[src/rtl/text_pkg.sv]
// Shared types and geometry for the character-mode text renderer.
package text_pkg;

  localparam int CHAR_W      = 8;
  localparam int CHAR_H      = 16;
  localparam int H_CHARS_DEF = 80;
  localparam int V_CHARS_DEF = 30;

  typedef logic [11:0] rgb_t;
  typedef logic [6:0]  ascii_t;

  // Everything stage 1 has to carry forward for one pixel.
  typedef struct packed {
    logic [2:0] xcol;
    logic [3:0] yrow;
    logic       in_area;
    logic       video_on;
    logic       hsync;
    logic       vsync;
    logic       cursor_hit;
  } s1_t;

endpackage

[src/rtl/text_renderer_if.sv]
// Video timing in, text/glyph memory buses, and pixel/sync outputs of the renderer.
interface text_renderer_if;
  import text_pkg::*;

  logic [9:0]  pix_x;
  logic [9:0]  pix_y;
  logic        video_on;
  logic        hsync_in;
  logic        vsync_in;
  logic [11:0] text_addr;
  ascii_t      text_char;
  logic [10:0] font_addr;
  logic [7:0]  font_data;
  logic        cursor_en;
  logic [6:0]  cursor_col;
  logic [4:0]  cursor_row;
  rgb_t        rgb;
  logic        hsync_out;
  logic        vsync_out;
  logic        de_out;

  modport master (
    output pix_x, pix_y, video_on, hsync_in, vsync_in,
    output text_char, font_data, cursor_en, cursor_col, cursor_row,
    input  text_addr, font_addr, rgb, hsync_out, vsync_out, de_out
  );

  modport slave (
    input  pix_x, pix_y, video_on, hsync_in, vsync_in,
    input  text_char, font_data, cursor_en, cursor_col, cursor_row,
    output text_addr, font_addr, rgb, hsync_out, vsync_out, de_out
  );

endinterface

[src/rtl/cursor_blink.sv]
// Once-per-frame tick detection and the cursor blink half-period counter.
module cursor_blink #(
    parameter int BLINK_FRAMES = 30
) (
    input  logic clk,
    input  logic rst_n,
    input  logic frame_cond,
    output logic blink_phase
);

    localparam int CW = (BLINK_FRAMES > 1) ? $clog2(BLINK_FRAMES) : 1;

    logic          cond_q;
    logic [CW-1:0] cnt;
    logic          frame_tick;

    // The top-left pixel condition may be held for several clocks; count only its rising edge.
    assign frame_tick = frame_cond && !cond_q;

    // NOTE: state updates use non-blocking assignments so every flop samples pre-edge values.
    always_ff @(posedge clk or negedge rst_n) begin
        if (!rst_n) begin
            cond_q      <= 1'b0;
            cnt         <= '0;
            blink_phase <= 1'b1;
        end else begin
            cond_q <= frame_cond;
            if (frame_tick) begin
                if (cnt == CW'(BLINK_FRAMES - 1)) begin
                    cnt         <= '0;
                    blink_phase <= ~blink_phase;
                end else begin
                    cnt <= cnt + 1'b1;
                end
            end
        end
    end

endmodule

[src/rtl/text_renderer.sv]
// Two-stage pixel pipeline: cell address -> glyph row lookup -> RGB, syncs delayed to match.
module text_renderer
    import text_pkg::*;
#(
    parameter int   H_CHARS      = H_CHARS_DEF,
    parameter int   V_CHARS      = V_CHARS_DEF,
    parameter rgb_t FG_RGB       = 12'hFFF,
    parameter rgb_t BG_RGB       = 12'h008,
    parameter int   BLINK_FRAMES = 30
) (
    input logic            clk,
    input logic            rst_n,
    text_renderer_if.slave bus
);

    logic [6:0] col;
    logic [4:0] row;
    logic       in_area;
    logic       cursor_hit;
    logic       frame_cond;
    logic       blink_phase;
    logic       pix_bit;
    logic       pix_on;
    rgb_t       rgb_d;
    s1_t        s1;
    rgb_t       rgb_q;
    logic       hs_q;
    logic       vs_q;
    logic       de_q;

    // Stage 0: cell coordinates and text-buffer address.
    assign col        = bus.pix_x[9:3];
    assign row        = bus.pix_y[8:4];
    assign in_area    = bus.video_on && (int'(col) < H_CHARS) && (int'(row) < V_CHARS);
    assign bus.text_addr = in_area ? (12'(row) * 12'(H_CHARS) + 12'(col)) : 12'd0;
    assign cursor_hit = in_area && bus.cursor_en &&
                        (col == bus.cursor_col) && (row == bus.cursor_row);
    assign frame_cond = (bus.pix_x == 10'd0) && (bus.pix_y == 10'd0) && bus.video_on;

    cursor_blink #(
        .BLINK_FRAMES(BLINK_FRAMES)
    ) u_blink (
        .clk        (clk),
        .rst_n      (rst_n),
        .frame_cond (frame_cond),
        .blink_phase(blink_phase)
    );

    always_ff @(posedge clk or negedge rst_n) begin
        if (!rst_n) begin
            s1 <= '{xcol: 3'd0, yrow: 4'd0, in_area: 1'b0, video_on: 1'b0,
                    hsync: 1'b1, vsync: 1'b1, cursor_hit: 1'b0};
        end else begin
            s1 <= '{xcol: bus.pix_x[2:0], yrow: bus.pix_y[3:0], in_area: in_area,
                    video_on: bus.video_on, hsync: bus.hsync_in, vsync: bus.vsync_in,
                    cursor_hit: cursor_hit};
        end
    end

    // Cycle 1: text_char has arrived from the synchronous buffer; glyph ROM answers combinationally.
    assign bus.font_addr = {bus.text_char, s1.yrow};
    assign pix_bit       = bus.font_data[3'd7 - s1.xcol];
    assign pix_on        = pix_bit ^ (s1.cursor_hit && blink_phase);

    // NOTE: every always_comb output gets a default first so no path can infer a latch.
    always_comb begin
        rgb_d = '0;
        if (s1.video_on && s1.in_area) begin
            rgb_d = pix_on ? FG_RGB : BG_RGB;
        end
    end

    always_ff @(posedge clk or negedge rst_n) begin
        if (!rst_n) begin
            rgb_q <= '0;
            hs_q  <= 1'b1;
            vs_q  <= 1'b1;
            de_q  <= 1'b0;
        end else begin
            rgb_q <= rgb_d;
            hs_q  <= s1.hsync;
            vs_q  <= s1.vsync;
            de_q  <= s1.video_on;
        end
    end

    assign bus.rgb       = rgb_q;
    assign bus.hsync_out = hs_q;
    assign bus.vsync_out = vs_q;
    assign bus.de_out    = de_q;

endmodule

[src/flat_wrapper.sv]
// flat-port wrapper written by rule: the top's interface ports become plain ports
module text_renderer_flat import text_pkg::*;
#(
    parameter int   H_CHARS      = H_CHARS_DEF,
    parameter int   V_CHARS      = V_CHARS_DEF,
    parameter rgb_t FG_RGB       = 12'hFFF,
    parameter rgb_t BG_RGB       = 12'h008,
    parameter int   BLINK_FRAMES = 30
)
  (clk, rst_n, bus_pix_x, bus_pix_y, bus_video_on, bus_hsync_in, bus_vsync_in, bus_text_char, bus_font_data, bus_cursor_en, bus_cursor_col, bus_cursor_row, bus_text_addr, bus_font_addr, bus_rgb, bus_hsync_out, bus_vsync_out, bus_de_out);
  text_renderer_if bus_i ();
  input logic clk;
  input logic rst_n;
  input wire logic [$bits(bus_i.pix_x)-1:0] bus_pix_x;
  input wire logic [$bits(bus_i.pix_y)-1:0] bus_pix_y;
  input wire logic [$bits(bus_i.video_on)-1:0] bus_video_on;
  input wire logic [$bits(bus_i.hsync_in)-1:0] bus_hsync_in;
  input wire logic [$bits(bus_i.vsync_in)-1:0] bus_vsync_in;
  input wire logic [$bits(bus_i.text_char)-1:0] bus_text_char;
  input wire logic [$bits(bus_i.font_data)-1:0] bus_font_data;
  input wire logic [$bits(bus_i.cursor_en)-1:0] bus_cursor_en;
  input wire logic [$bits(bus_i.cursor_col)-1:0] bus_cursor_col;
  input wire logic [$bits(bus_i.cursor_row)-1:0] bus_cursor_row;
  output wire logic [$bits(bus_i.text_addr)-1:0] bus_text_addr;
  output wire logic [$bits(bus_i.font_addr)-1:0] bus_font_addr;
  output wire logic [$bits(bus_i.rgb)-1:0] bus_rgb;
  output wire logic [$bits(bus_i.hsync_out)-1:0] bus_hsync_out;
  output wire logic [$bits(bus_i.vsync_out)-1:0] bus_vsync_out;
  output wire logic [$bits(bus_i.de_out)-1:0] bus_de_out;
  assign bus_i.pix_x = bus_pix_x;
  assign bus_i.pix_y = bus_pix_y;
  assign bus_i.video_on = bus_video_on;
  assign bus_i.hsync_in = bus_hsync_in;
  assign bus_i.vsync_in = bus_vsync_in;
  assign bus_i.text_char = bus_text_char;
  assign bus_i.font_data = bus_font_data;
  assign bus_i.cursor_en = bus_cursor_en;
  assign bus_i.cursor_col = bus_cursor_col;
  assign bus_i.cursor_row = bus_cursor_row;
  assign bus_text_addr = bus_i.text_addr;
  assign bus_font_addr = bus_i.font_addr;
  assign bus_rgb = bus_i.rgb;
  assign bus_hsync_out = bus_i.hsync_out;
  assign bus_vsync_out = bus_i.vsync_out;
  assign bus_de_out = bus_i.de_out;
  text_renderer #(.H_CHARS(H_CHARS), .V_CHARS(V_CHARS), .FG_RGB(FG_RGB), .BG_RGB(BG_RGB), .BLINK_FRAMES(BLINK_FRAMES)) u_core (.clk(clk), .rst_n(rst_n), .bus(bus_i));
endmodule
[config.mk]
export PLATFORM = sky130hd
export DESIGN_NAME = text_renderer_flat
export DESIGN_NICKNAME = d
export VERILOG_FILES = /design/src/rtl/text_pkg.sv /design/src/rtl/text_renderer_if.sv /design/src/rtl/cursor_blink.sv /design/src/rtl/text_renderer.sv /design/src/flat_wrapper.sv
export SDC_FILE = /design/constraint.sdc
export NUM_CORES = 1
export LEC_CHECK = 0
export ABC_AREA = 1
export BUFFER_PORTS_ARGS = -buffer_cell sky130_fd_sc_hd__buf_2
export CORE_MARGIN = 1
export CORE_UTILIZATION = 44
export DETAILED_ROUTE_END_ITERATION = 7
export PLACE_DENSITY = 0.83
export SYNTH_ARGS = -nofsm -noshare
export SYNTH_HDL_FRONTEND = slang
export SYNTH_HIERARCHICAL = 1
export SYNTH_SLANG_ARGS = --single-unit
[constraint.sdc]
create_clock -name clk -period 3.3 [get_ports clk]
set_input_delay 0.66 -clock clk [delete_from_list [all_inputs] [get_ports clk]]
set_output_delay 0.66 -clock clk [all_outputs]
set_load 0.005 [all_outputs]
==> results of run 1 <==
worst max path at each step:
stage                 start  cells after the start                end
6_report       bus_pix_y[5]                     11  bus_text_addr[11]
5_1_grt        bus_pix_y[5]                     11  bus_text_addr[11]
4_1_cts        bus_pix_y[5]                     11  bus_text_addr[11]
3_5_place_dp   bus_pix_y[5]                     11  bus_text_addr[11]
3_3_place_gp   bus_pix_y[5]                     11  bus_text_addr[11]
2_1_floorplan  bus_pix_y[5]                      9  bus_text_addr[11]
kinds of logic (layout without fill, tap and decap cells):
kind of cell | after synthesis | after routing | share of synthesized area (%)
fa+ha+maj | 13 | 13 | 9.90
compound gates | 21 | 21 | 8.58
flops | 24 | 24 | 33.8
simple gates | 112 | 112 | 27.3
buf+inv | 64 | 123 | 17.9
xor+xnor | 5 | 5 | 2.44
power groups by stage:
stage | Combinational, W | Clock, W | Sequential [W]
after floorplan | 0.000118 | 0 | 0.000317
after global placement | 0.000175 | 0 | 0.000316
after detailed placement | 0.000179 | 0 | 0.000317
after CTS | 0.000180 | 0.000258 | 0.000311
after global routing | 0.000207 | 0.000268 | 0.000313
final | 0.000182 | 0.000250 | 0.000311
routing by layer:
layer	up-vias	routed length, um
met2	68	1640
met1	692	1390
met4	0	51
li1	830	-
met3	4	287
met5	-	0
cell usage in the layout (no fill, tap or decap), types with 2 or more instances in the layout:
cell type and count:
buf_2 76, nand2_1 54, inv_1 40, nor2_1 30, dfrtp_1 19, nand3_1 13, ha_1 11, o21ai_0 6
a21oi_2 5, dfstp_2 5, o21ai_2 4, clkbuf_8 3, o22ai_1 3, xnor2_1 3, nor4_1 3, nand3b_1 2
a21oi_1 2, nor2_2 2, nand2_2 2, xor2_1 2, nand3_2 2, nor2_4 2
flip-flops by register name (all words and copies together) (netlist names):
register,count
u_core/s1,8
u_core/u_blink/cond_q,1
u_core/bus.de_out,1
u_core/bus.font_addr,4
u_core/u_blink/cnt,5
u_core/bus.rgb,2
u_core/bus.vsync_out,1
u_core/bus.hsync_out,1
u_core/u_blink/blink_phase,1
through the flow:
stage                     cells  hold slack [ps]  utilization, %  setup slack [ps]
after global routing        346              369            57.2              18.4
final                       346              354            57.2               130
after CTS                   346              363            57.0              41.3
after detailed placement    342              350            55.1              51.6
after floorplan             239              345               -               407
after global placement      342              346            55.1               112
critical path, delay by kind of cell:
| family | cells | cell delay (ps) |
|---|---|---|
| fa+ha+maj | 3 | 980 |
| simple gates | 4 | 440 |
| buf+inv | 3 | 310 |
| compound gates | 1 | 110 |
cell type report:
class / instances / area, um2 / share of cell area (%)
Tap cell: 48 / 60.1 / 2.78
Clock inverter: 1 / 30.0 / 1.39
Clock buffer: 3 / 41.3 / 1.91
Sequential cell: 24 / 607 / 28.1
Multi-Input combinational cell: 151 / 876 / 40.6
Inverter: 43 / 164 / 7.59
Timing Repair Buffer: 76 / 380 / 17.6
==> results.py, run 1 <==
metrics = {
    "global_routing": {
        "grt_pass1_vias": 1476,
        "grt_max_degree": 25,
        "globalRouteMet3Util_pct": 4.14,
        "antenna_found_initial": 0,
        "gr-usage-met1_pct": 17.6,
        "grt_util_all_layers_pct": 16.8,
        "overflow": 0,
        "use_met2_pct": 31.3,
        "grt_pass1_wl_um": 5610,
        "top_usage_layer": "met2",
    },
    "timing": {
        "rsz0062_at_grt": "false",
        "worst_clock_skew_ps": 4.21,
        "worst_slew_pin_slew_ps": 506,
        "finalCritPeriodShare_pct": 96.1,
        "setup-violations-final": 0,
        "report.final.slew_viol_count": 0,
        "finalCriticalPeriod_ps": 3170,
        "hold_viol_final": 0,
        "fmax_mhz": 315,
        "relSlewSlack_pct": 66.3,
        "tns_ps": 0,
    },
    "detailed_routing": {
        "vias": 1594,
        "wl_um": 3370,
        "vias_per_cell": 4.61,
        "drtPass1Iterations": 4,
        "drtIter0Drc": 23,
        "drcViolationCount": 0,
        "routedWlPerCell_um": 9.73,
        "ant_nets": 0,
    },
    "place": {
        "place_area_um2": 2080,
        "place.gp.congestion": 0.783,
        "dp_hpwl_um": 2840,
        "numPortBuffers": 76,
    },
    "power": {
        "pwr-share-clk_pct": 33.7,
        "p_sw_share_pct": 26.3,
        "p_total_w": 0.000743,
        "peakVddDrop_mv": 0.139,
        "leakage_nw": 1.22,
        "netSwitchingPower_w": 0.000195,
        "power_frac_comb_pct": 24.5,
        "internal_power_w": 0.000548,
        "p_seq_share_pct": 41.8,
        "power.density_nw_per_um2": 344,
    },
    "die": {
        "io_pins": 91,
        "die_w_um": 65.9,
        "core-area_um2": 3770,
        "dieArea_um2": 4340,
        "fp-row-count": 22,
        "die_y_um": 65.9,
        "start_util_pct": 47.6,
    },
    "worst_setup_path": {
        "cp_cell_sequence": "buf_2 -> ha_1 -> ha_1 -> inv_1 -> fa_2 -> nor2_2 -> nand3_2 -> nor2_1 -> nand2_1 -> a21oi_2 -> buf_2",
        "critPathKind": "in2out",
        "reg2reg_to": "u_core/bus.rgb[10]",
        "r2r_slack_ps": 2210,
        "cp-start-kind": "input pin",
        "critical_path_arrival_ps": 2510,
        "critical_path.max_fanout": 5,
        "end_kind": "output pin",
        "worstPathRequired_ps": 2640,
        "critPathSlowestCell": "fa_2",
        "r2r_cells": 6,
        "r2r_start": "u_core/s1[9]",
        "max_stage_delay_ps": 470,
    },
    "logic_synthesis": {
        "yosysWarningCount": 6,
        "yosysSeqAreaShare_pct": 33.8,
        "yosys-top-cells-count": "nand2_1 (54), inv_1 (40), nor2_1 (31)",
        "synth.net_count": 305,
        "synthFlopType": "dfrtp_1",
        "yosysMostFrequentCell": "nand2_1",
        "synth_cell_type_count": 28,
        "avgSynthCellArea_um2": 7.51,
        "synthArstFlopShare_pct": 100,
        "syn_inst": 239,
        "synth_area_um2": 1790,
        "ys_ff_latch": 24,
        "yosysTopAreaCellShare_pct": 26.5,
        "yosysTopAreaCell": "dfrtp_1",
        "synth-edff-count": 0,
        "synthTopCellsByArea": "dfrtp_1 (26%), nand2_1 (11%), buf_4 (8.8%), inv_1 (8.4%), ha_1 (7.7%)",
    },
    "status": {
        "status": "finished, final reports clean",
    },
    "clock_tree": {
        "clock_latency_ps": 270,
        "cts.sinks": 24,
        "cts_made_buffers": 3,
        "htreeDepth": 1,
        "clock_path_buffers": 2,
        "ctsResizeCount": 0,
        "cts_tree": "done",
        "clk_pin_slew_ps": 80,
        "cts_hold_buf": 0,
        "post-cts-setup-buffers": 0,
        "cts_root_buf": "clkbuf_8",
    },
    "layout": {
        "finish.instance_area_um2": 2160,
        "nFillCells": 365,
        "syn_to_final_growth_pct": 20.3,
        "antenna_cells": 0,
        "drive_gt1_share_pct": 36.2,
        "nets": 365,
    },
    "job": {
        "cap_violations": 0,
    },
    "hold_path": {
        "hold_path.class": "in2async",
    },
}
Power figures use the tool's default switching activity.
==> run 2: changes to the inputs <==
--- a/config.mk
+++ b/config.mk
@@ -11,6 +11,7 @@
 export CORE_UTILIZATION = 44
 export DETAILED_ROUTE_END_ITERATION = 7
 export PLACE_DENSITY = 0.83
+export REMOVE_ABC_BUFFERS = 1
 export SYNTH_ARGS = -nofsm -noshare
 export SYNTH_HDL_FRONTEND = slang
 export SYNTH_HIERARCHICAL = 1
==> run 2 against run 1 <==
Effect of this change:
- power decreased by 8.7%
- cell area up 0.17%
- sequential share of layout area hardly changed
- routed wire length increased by 11%
- setup slack got worse by 17 ps
- sequential power is essentially flat
- global-route usage grew 1.9 points
- utilization increased by 0.099 points
==> results.py, run 2 (synthesized netlist as in run 1, its figures left out) <==
metrics = {
    "clock_tree": {
        "clock_path_buffers": 2,
        "cts_made_buffers": 3,
        "clk_pin_slew_ps": 70,
        "clock_latency_ps": 260,
        "cts.sinks": 24,
        "cts_root_buf": "clkbuf_8",
        "cts_tree": "done",
        "htreeDepth": 1,
    },
    "layout": {
        "antenna_cells": 0,
        "regMostFlops": "u_core/s1",
        "syn_to_final_growth_pct": 20.5,
        "nets": 367,
        "layout.cells.most_common": "buf_2",
        "drive_gt1_share_pct": 36.7,
        "largest_reg_flops": 8,
        "final_cell_mix": "buf_2 (76), nand2_1 (54), inv_1 (40)",
    },
    "worst_setup_path": {
        "end_kind": "output pin",
        "cp-start-kind": "input pin",
        "crit_path_start": "bus_pix_y[5]",
        "r2r_start": "u_core/u_blink/cnt[0]",
        "max_stage_delay_ps": 480,
        "critPathSlowestCell": "fa_2",
        "r2r_slack_ps": 2210,
        "critPathKind": "in2out",
        "worstPathRequired_ps": 2640,
        "critical_path_arrival_ps": 2530,
        "critical_path.max_fanout": 5,
        "cp_cell_sequence": "buf_2 -> ha_1 -> ha_1 -> inv_1 -> fa_2 -> nor2_4 -> nand3_4 -> nor2_2 -> nand2_1 -> a21oi_2 -> buf_2",
        "critPathTopFamily": "adder cells",
        "cp_num_buf_inv": 3,
    },
    "die": {
        "die_w_um": 65.9,
        "start_util_pct": 47.6,
        "die_y_um": 65.9,
        "io_pins": 91,
        "fp-row-count": 22,
        "dieArea_um2": 4340,
        "core-area_um2": 3770,
    },
    "timing": {
        "relSlewSlack_pct": 67.3,
        "worst_slew_pin_slew_ps": 491,
        "setup-violations-final": 0,
        "finalCriticalPeriod_ps": 3190,
        "finalCritPeriodShare_pct": 96.6,
        "holdWs_ps": 352,
        "worst_clock_skew_ps": 1.73,
        "rsz0062_at_grt": "false",
        "fmax_mhz": 314,
        "hold_viol_final": 0,
        "tns_ps": 0,
        "report.final.slew_viol_count": 0,
    },
    "detailed_routing": {
        "ant_nets": 0,
        "vias": 1635,
        "drtPass1Iterations": 4,
        "vias_per_cell": 4.70,
        "wl_um": 3740,
        "drtIter0Drc": 43,
        "routedWlPerCell_um": 10.7,
        "drcViolationCount": 0,
    },
    "status": {
        "status": "finished, final reports clean",
    },
    "power": {
        "peakVddDrop_mv": 0.140,
        "leakage_nw": 1.21,
        "power.density_nw_per_um2": 314,
    },
    "place": {
        "numPortBuffers": 76,
        "dp_hpwl_um": 3020,
        "place.gp.congestion": 0.794,
    },
    "global_routing": {
        "grt_util_all_layers_pct": 18.7,
        "grt_pass1_vias": 1479,
        "grt_pass1_wl_um": 6180,
        "overflow": 0,
        "antenna_found_initial": 0,
        "grt_max_degree": 25,
    },
    "job": {
        "cap_violations": 0,
    },
    "hold_path": {
        "hold_path.class": "in2async",
    },
}
## run 2: stage by stage
step	cell area (um2)	total power, W	util [%]	setup slack [ps]	instances
6_report	2160	0.000678	57.3	112	348
5_1_grt	2160	0.000725	57.3	28.2	348
4_1_cts	2130	0.000672	56.5	11.1	347
3_5_place_dp	2080	0.000500	55.3	15.9	343
3_3_place_gp	2080	0.000496	55.3	112	343
2_1_floorplan	1640	0.000417	-	407	218
## run 2: layout make-up
cell class	count	area [um2]
tap	48	60.1
inverter	43	164
clock buffer	4	45.0
sequential	24	607
fill	346	1610
multi-input combinational	151	891
timing repair buffer	78	395
## run 2: path summary, 6_finish.rpt
kind | endpoint | cells after the start
worst max-delay path | bus_text_addr[11] | 11
worst min-delay path | u_core/bus.font_addr[0] | 1
worst max register to register | u_core/u_blink/cnt[2] | 4
worst min register to register | u_core/bus.hsync_out | 0
max in group asynchronous | u_core/u_blink/blink_phase | 1
min in group clk | u_core/bus.hsync_out | 0
## run 2: power breakdown
| group | switching (W) | total, W | internal, W |
|---|---|---|---|
| clock | 0.0000829 | 0.000169 | 0.0000862 |
| sequential | 0.00000490 | 0.000311 | 0.000306 |
| combinational | 0.000111 | 0.000198 | 0.0000870 |
| total | 0.000199 | 0.000678 | 0.000479 |
## run 2: routing by layer
| metal | track usage (%) | wire length (um) | share of wire [%] |
|---|---|---|---|
| met1 | 21.9 | 1530 | 41 |
| met4 | 10.1 | 79 | 2.1 |
| met5 | 0 | 0 | 0 |
| met3 | 3.28 | 247 | 6.6 |
| met2 | 32.1 | 1880 | 50 |
## run 2: timing repair
action,CTS,global route
hold buffers,0,0
resized for setup,0,6
setup buffers,0,1
setup endpoints to repair,0,2
==> run 3: changes to the inputs <==
--- a/config.mk
+++ b/config.mk
@@ -11,6 +11,7 @@
 export CORE_UTILIZATION = 44
 export DETAILED_ROUTE_END_ITERATION = 7
 export PLACE_DENSITY = 0.83
+export RECOVER_POWER = 50
 export REMOVE_ABC_BUFFERS = 1
 export SYNTH_ARGS = -nofsm -noshare
 export SYNTH_HDL_FRONTEND = slang
==> run 3 against run 2 <==
Effect of this change:
- worst hold slack better by 9.6 ps
- sequential share of layout area up 0.21 points
- non-clock buffer count unchanged
- combinational power about the same
- count of clock-buffer cells in the layout unchanged
- critical path depth unchanged
- setup slack worse by 5.2 ps
- flip-flop and latch count unchanged
- power down 0.28%
- register-to-register slack about the same
- clock power about the same
- routed wire length up 0.37%
==> results.py, run 3 (synthesized netlist as in run 1, its figures left out) <==
metrics = {
    "detailed_routing": {
        "vias": 1636,
        "drtPass1Iterations": 5,
        "met3WireLength_um": 248,
        "wl_met2_um": 1880,
        "vias_per_cell": 4.70,
        "routedWlPerCell_um": 10.8,
        "drcViolationCount": 0,
        "highest_layer": "met4",
        "drtIter0Drc": 47,
        "drt-met1-wl_um": 1540,
        "ant_nets": 0,
        "wl_um": 3750,
    },
    "clock_tree": {
        "clk_pin_slew_ps": 70,
        "clock_path_buffers": 2,
        "clock_latency_ps": 260,
        "cts_made_buffers": 3,
        "cts_tree": "done",
        "htreeDepth": 1,
        "cts.sinks": 24,
        "cts_root_buf": "clkbuf_8",
    },
    "timing": {
        "report.final.slew_viol_count": 0,
        "worst_slew_pin_slew_ps": 1170,
        "relSlewSlack_pct": 21.9,
        "tns_ps": 0,
        "setup-violations-final": 0,
        "finalCriticalPeriod_ps": 3190,
        "fmax_mhz": 313,
        "worst_slack_ps": 107,
        "worst_clock_skew_ps": 1.73,
        "finalCritPeriodShare_pct": 96.8,
        "hold_viol_final": 0,
        "rsz0062_at_grt": "false",
    },
    "hold_path": {
        "hold_path.class": "reg2reg",
        "hold_path_depth": 0,
    },
    "global_routing": {
        "grt_util_all_layers_pct": 18.7,
        "antenna_found_initial": 0,
        "grt_max_degree": 25,
        "grt_pass1_wl_um": 6180,
        "grt_pass1_vias": 1479,
        "overflow": 0,
    },
    "die": {
        "dieArea_um2": 4340,
        "core-area_um2": 3770,
        "start_util_pct": 47.6,
        "die_w_um": 65.9,
        "die_y_um": 65.9,
        "fp-row-count": 22,
        "io_pins": 91,
    },
    "layout": {
        "finish.instance_area_um2": 2150,
        "nets": 367,
        "syn_to_final_growth_pct": 19.6,
        "antenna_cells": 0,
        "drive_gt1_share_pct": 35.0,
        "final_util_pct": 56.9,
        "regMostFlops": "u_core/s1",
        "final_cell_mix": "buf_2 (72), nand2_1 (54), inv_1 (40)",
        "largest_reg_flops": 8,
        "layout.cells.most_common": "buf_2",
    },
    "status": {
        "status": "finished, final reports clean",
    },
    "place": {
        "numPortBuffers": 76,
        "preCtsSetupSlack_ps": 15.9,
        "place.gp.congestion": 0.794,
        "place_area_um2": 2080,
        "dp_hpwl_um": 3020,
    },
    "worst_setup_path": {
        "critical_path_arrival_ps": 2530,
        "end_kind": "output pin",
        "worstPathRequired_ps": 2640,
        "cp-start-kind": "input pin",
        "critPathKind": "in2out",
        "r2r_cells": 4,
        "critical_path.max_fanout": 5,
    },
    "job": {
        "cap_violations": 0,
    },
    "power": {
        "power.density_nw_per_um2": 315,
        "peakVddDrop_mv": 0.140,
        "leakage_nw": 1.20,
    },
}
[run 3: power breakdown]
part           leakage, nW  switching [W]  total [W]  internal (W)
clock network       0.0228      0.0000830   0.000169     0.0000862
registers            0.289     0.00000490   0.000311      0.000306
logic                0.890       0.000110   0.000196     0.0000857
[run 3: final timing paths]
| check | endpoint | slack, ps | start |
|---|---|---|---|
| setup reg to reg | u_core/u_blink/cnt[2] | 2210 | u_core/u_blink/cnt[0] |
| hold reg to reg | u_core/bus.hsync_out | 360 | u_core/s1[2] |
| setup / recovery | bus_text_addr[11] | 110 | bus_pix_y[5] |
| min in group asynchronous | u_core/bus.font_addr[0] | 610 | rst_n |
| hold / removal | u_core/bus.hsync_out | 360 | u_core/s1[2] |
| max in group asynchronous | u_core/s1[9] | 2000 | rst_n |
[run 3: what timing repair did]
item,CTS,global route
hold buffers,0,0
setup buffers,0,1
gates resized for setup,0,6
setup endpoints to repair,0,2
endpoints found under the hold margin,0,0
[run 3: through the flow]
stage          total power, W  hold WS [ps]  instances
2_1_floorplan        0.000417           345        218
3_3_place_gp         0.000496           346        343
3_5_place_dp         0.000500           354        343
4_1_cts              0.000672           365        347
5_1_grt              0.000723           366        348
6_report             0.000676           362        348
[run 3: critical path, cell delays in order]
cell and delay, ps:
buf_2 140, ha_1 310, ha_1 210, inv_1 90, fa_2 480, nor2_4 150, nand3_4 100, nor2_2 90
nand2_1 70, a21oi_2 110, buf_2 120
[run 3: layer usage]
metal  up-vias  GRT usage [%]
li1        836              -
met1       726           21.9
met2        68           32.1
met3         6           3.28
met4         0           10.1
met5         -              0
[run 3: final cells by class]
cell class / instances / area (um2)
repair buffers: 78 / 390
inverters: 43 / 164
well taps: 48 / 60.1
fillers: 349 / 1630
flip-flops and latches: 24 / 607
multi-input cells: 151 / 880
clock buffers: 4 / 45.0
